## config.mk

```make
export PLATFORM = sky130hd
export DESIGN_NAME = mfp_window_feeder
export DESIGN_NICKNAME = d
export VERILOG_FILES = /design/src/rtl/mfp_window_feeder.sv
export SDC_FILE = /design/constraint.sdc
export NUM_CORES = 1
export LEC_CHECK = 0
export ABC_AREA = 0
export BUFFER_PORTS_ARGS = -buffer_cell sky130_fd_sc_hd__buf_4
export CAP_MARGIN = 0
export CORE_UTILIZATION = 49
export DETAILED_ROUTE_END_ITERATION = 6
export PLACE_DENSITY = 0.88
export SLEW_MARGIN = 0
export SYNTH_ARGS = -nofsm -noshare
export SYNTH_HDL_FRONTEND = slang
export SYNTH_SLANG_ARGS = --single-unit
```

## constraint.sdc

```tcl
create_clock -name clk_ -period 1.85 [get_ports clk_]
set_input_delay 0.37 -clock clk_ [delete_from_list [all_inputs] [get_ports clk_]]
set_output_delay 0.37 -clock clk_ [all_outputs]
set_load 0.01 [all_outputs]
```

## src/rtl/mfp_window_feeder.sv

```systemverilog
// Sliding-window feeder: turns a pixel stream into centred ArrL-tap windows, one per column.
// Border padding repeats the edge pixel; define MFP_WINFEED_ZEROPAD_EN to pad with zeros instead.
module mfp_window_feeder #(
  parameter int DataW   = 8,
  parameter int ArrL    = 19,
  parameter int LineLen = 64,
  localparam int XW     = (LineLen > 1) ? $clog2(LineLen) : 1
) (
  input  logic                  clk_,
  input  logic                  rst_n,
  input  logic [DataW-1:0]      in_pix,
  input  logic                  in_valid,
  output logic                  in_ready,
  output logic [ArrL*DataW-1:0] out_win,
  output logic                  out_valid,
  input  logic                  out_ready,
  output logic [XW-1:0]         out_x,
  output logic                  out_last
);

  // state | meaning
  // IDLE  | waiting for first pixel of a line
  // FILL  | shifting in pixels until the column-0 window is centred
  // RUN   | one window per accepted pixel
  // FLUSH | shifting in right-border pad until the last column is emitted
  typedef enum logic [1:0] {IDLE, FILL, RUN, FLUSH} state_t;

  localparam int Half = (ArrL - 1) / 2;
  localparam int WinW = ArrL * DataW;

  state_t          state_q, state_d;
  logic [WinW-1:0] win_q, win_d;
  logic            valid_q, valid_d;
  logic [XW-1:0]   x_q, x_d;
  logic            last_q, last_d;
  logic [XW-1:0]   cnt_q, cnt_d;
  logic            out_free;

  function automatic logic [WinW-1:0] shift_in(input logic [WinW-1:0] w, input logic [DataW-1:0] p);
    return {w[WinW-DataW-1:0], p};
  endfunction

  function automatic logic [WinW-1:0] line_start(input logic [DataW-1:0] p);
`ifdef MFP_WINFEED_ZEROPAD_EN
    return {{(WinW-DataW){1'b0}}, p};
`else
    return {ArrL{p}};
`endif
  endfunction

  function automatic logic [DataW-1:0] end_pad(input logic [WinW-1:0] w);
`ifdef MFP_WINFEED_ZEROPAD_EN
    return (w[DataW-1:0] & '0);
`else
    return w[DataW-1:0];
`endif
  endfunction

  assign out_free = !valid_q || out_ready;

  always_comb begin
    state_d  = state_q;
    win_d    = win_q;
    valid_d  = valid_q;
    x_d      = x_q;
    last_d   = last_q;
    cnt_d    = cnt_q;
    in_ready = 1'b0;
    case (state_q)
      IDLE: begin
        in_ready = 1'b1;
        if (in_valid) begin
          win_d   = line_start(in_pix);
          cnt_d   = XW'(1);
          x_d     = '0;
          last_d  = 1'b0;
          state_d = FILL;
        end
      end
      FILL: begin
        in_ready = 1'b1;
        if (in_valid) begin
          win_d = shift_in(win_q, in_pix);
          cnt_d = cnt_q + 1'b1;
          if (cnt_q == XW'(Half)) begin
            valid_d = 1'b1;
            x_d     = '0;
            state_d = (cnt_q == XW'(LineLen - 1)) ? FLUSH : RUN;
          end
        end
      end
      RUN: begin
        in_ready = out_free;
        if (valid_q && out_ready) valid_d = 1'b0;
        if (in_valid && out_free) begin
          win_d   = shift_in(win_q, in_pix);
          valid_d = 1'b1;
          x_d     = x_q + 1'b1;
          cnt_d   = cnt_q + 1'b1;
          if (cnt_q == XW'(LineLen - 1)) state_d = FLUSH;
        end
      end
      FLUSH: begin
        // The last-column window stays until consumed; nothing else is pending.
        if (valid_q && last_q) begin
          if (out_ready) begin
            valid_d = 1'b0;
            last_d  = 1'b0;
            x_d     = '0;
            state_d = IDLE;
          end
        end else if (out_free) begin
          win_d   = shift_in(win_q, end_pad(win_q));
          valid_d = 1'b1;
          x_d     = x_q + 1'b1;
          last_d  = (x_q == XW'(LineLen - 2));
        end
      end
      default: state_d = IDLE;
    endcase
  end

  always_ff @(posedge clk_ or negedge rst_n) begin
    if (!rst_n) begin
      state_q <= IDLE;
      win_q   <= '0;
      valid_q <= 1'b0;
      x_q     <= '0;
      last_q  <= 1'b0;
      cnt_q   <= '0;
    end else begin
      state_q <= state_d;
      win_q   <= win_d;
      valid_q <= valid_d;
      x_q     <= x_d;
      last_q  <= last_d;
      cnt_q   <= cnt_d;
    end
  end

  assign out_win   = win_q;
  assign out_valid = valid_q;
  assign out_x     = x_q;
  assign out_last  = last_q;

endmodule

```

==> reports/metrics.csv <==
metric;value;unit
netlist_area;7420;um2
cts_made_buffers;17;
final_cells;1202;
rsz0062_at_grt;yes;
hold_violations;0;
wirelength;23400;um
grt_max_degree;51;
hp-class;in2reg;
core;14600;um2
crit_buf_inv;4;
worst_slack;-0.120;ns
grt_pass1_wl;34500;um
crit_chain;inv_4 > ha_2 > nor2_4 > a21oi_4 > a21oi_4 > buf_4 > clkbuf_16 > buf_16 > nor2_1 > a21oi_1;
ys_async_sr_fraction;100;%
drt_iter0_markers;838;
reg2reg_slack;-0.12;ns
dp.cells;1145;
num_antenna_cells;0;
max_stage_delay;0.45;ns
cpLargestDelayFamily;buffers and inverters;
worstSkewPairLatency;0.43;ns
grt_pass1_vias;6449;
dieHeight;125;um
cts_tree;done;
cts_root_buffer;clkbuf_16;
muxShareOfSynthArea;0.708;%
min_from;in_pix[0];
seq_area_frac_synth;56.6;%
yosys.area_share.simple;11.9;%
routabilityCongestion;0.872;
setup_viol;37;
tightest_slew;0.505;ns
synthToLayoutAreaGrowth;39.8;%
htreeDepth;4;
drive_gt1_share;30.9;%
syn-num-nets;825;
fp-row-count;44;
reg2regPathDepth;10;
slew_headroom;66.3;%
start_util;50.7;%
critPathLaunchType;flip-flop;
r2r-start;state_q[0];
drtAntennaViolNets;0;
path_class;reg2reg;
design.die.area;15600;um2
final_util;70.9;%
first_pass_iters;7;
max-cap-violations;0;
synthAdderAreaFrac;1.35;%
status;complete, but fails checks;
timing.fmax;508;MHz
avgRoutedWirePerCell;19.5;um
holdPathEnd;out_win[0];
crit_arrival;2.28;ns
cpMaxStageDelayCell;dfrtp_2;
drc;26;
clkSinkCount;168;
min_period_over_period;106;%
synthDistinctLibCells;45;
ys_seq_elements;168;
required;2.16;ns
dp_hpwl;14200;um
track_usage;28.3;%
antenna_found_initial;0;
period_needed;1.97;ns
avgSynthCellArea;9.22;um2
io_pins;173;
slew_violations;0;
synth_edf_count;0;
synth_top_family_by_area;compound AO/OA/AOI/OAI gates;
clk_path_buf_depth;2;
die_x;125;um
hold_path_depth;3;
vias;7160;
ys_warn_count;0;
synth_xor_area_share;0;%
syn_inst;805;
path_max_fanout;12;
clk_pin_slew;0.07;ns
synth_compound_area_share;23.8;%
port_buffers;172;
cp-end-kind;flip-flop;
nets;1025;
violations;DRC, setup timing;
finClkSkew;0.00851;ns
reg2reg_to;out_win[125];
crit_top_cell;a21oi_4;
overflow;0;
ys.flop_type;dfrtp_1;
viasPerCell;5.96;
[final cells by class]
cell class	instances	area, um2
inverters	17	68.8
fillers	1013	4260
multi-input cells	551	2920
well taps	184	230
flip-flops and latches	168	4210
repair buffers	250	2290
clock buffers	17	425
clock inverters	15	239
[metal layers]
layer | share of wire (%) | up-vias | global-route usage, %
met5 | 0 | - | 0
met4 | 3.5 | 0 | 12.3
met3 | 9.0 | 71 | 6.85
met2 | 49 | 431 | 44.9
met1 | 39 | 3472 | 37.3
li1 | - | 3186 | -
[synth_stat cells (2+ instances only)]
cell type,count,area share (%)
a21o_1,2,0.20
a21oi_1,293,20
a22o_1,2,0.24
and2_1,9,0.76
and3_1,2,0.17
buf_2,39,2.6
buf_4,11,1.1
clkbuf_1,19,0.96
dfrtp_1,168,57
ha_1,8,1.3
inv_1,16,0.81
mux2i_1,3,0.40
nand2_1,8,0.40
nand2b_1,5,0.42
nand3_1,13,0.88
nor2_1,151,7.6
nor2_2,2,0.17
nor2b_1,3,0.25
nor3_1,3,0.20
o21ai_0,17,1.1
o22ai_1,3,0.25
o2bb2ai_1,2,0.24
o31ai_1,3,0.30
or2_2,2,0.17
[per-stage QoR]
step / TNS (ns) / cell area, um2 / setup WS, ns / hold WS [ns]
6_report: -0.868 / 10400 / -0.120 / 0.181
5_1_grt: -6.80 / 10400 / -0.135 / 0.175
4_1_cts: -0.140 / 9990 / -0.0421 / 0.165
3_5_place_dp: -0.371 / 9250 / -0.0820 / 0.359
3_3_place_gp: 0 / 9250 / 0.0180 / 0.358
2_1_floorplan: 0 / 7450 / 0.0200 / 0.0744
[worst reg2reg max path, delay by kind of cell, from the launching register on]
| family | cells | cell delay, ns |
|---|---|---|
| AOI/OAI and AO/OA | 3 | 0.36 |
| DFF | 1 | 0.45 |
| and+or+nand+nor | 2 | 0.25 |
| buffers and inverters | 4 | 0.56 |
| adders and majority gates | 1 | 0.22 |
[sequential cells by signal, summed over array words and instances, names as in the netlist]
signal and flops:
cnt_q 6, out_win 152, out_last 1, state_q 2
out_x 6, out_valid 1
[cell usage in the layout, fill, tap and decap left out, drive strengths merged, types with 3 or more instances in the layout]
cell	synthesis	layout
nand2b	5	5
o21ai	18	18
clkbuf	19	24
inv	17	22
clkinv	0	4
nand3	13	13
o22ai	3	3
buf	50	242
nor3	5	5
nor2b	3	3
nand2	8	8
bufinv	0	5
nor2	153	153
and2	9	9
o31ai	3	3
dfrtp	168	168
mux2i	3	3
ha	8	8
a21oi	295	295
[worst max path at each step]
stage / startpoint / to / slack [ns] / cells past startpoint
6_report: state_q[0] / out_win[125] / -0.12 / 10
5_1_grt: state_q[0] / in_ready / -0.14 / 6
4_1_cts: state_q[0] / in_ready / -0.04 / 6
3_5_place_dp: state_q[1] / state_q[1] / -0.08 / 7
3_3_place_gp: state_q[1] / state_q[1] / 0.02 / 7
2_1_floorplan: state_q[0] / state_q[1] / 0.02 / 8
[cells by family after synthesis]
family | count (synthesis)
mux | 5
compound gates | 335
fa+ha+maj | 8
simple gates | 203
flops | 168
buf+inv | 86
[timing repair]
item / CTS / global route
setup buffers: 4 / 13
endpoints found under the hold margin: 44 / 0
resized for setup: 7 / 27
hold buffers: 1 / 0
gates cloned: 0 / 8
pin swaps: 2 / 4
setup endpoints to repair: 68 / 152
Power is not shown: default switching activity piles up to over one toggle a cycle in this logic, so the estimate is an artifact.
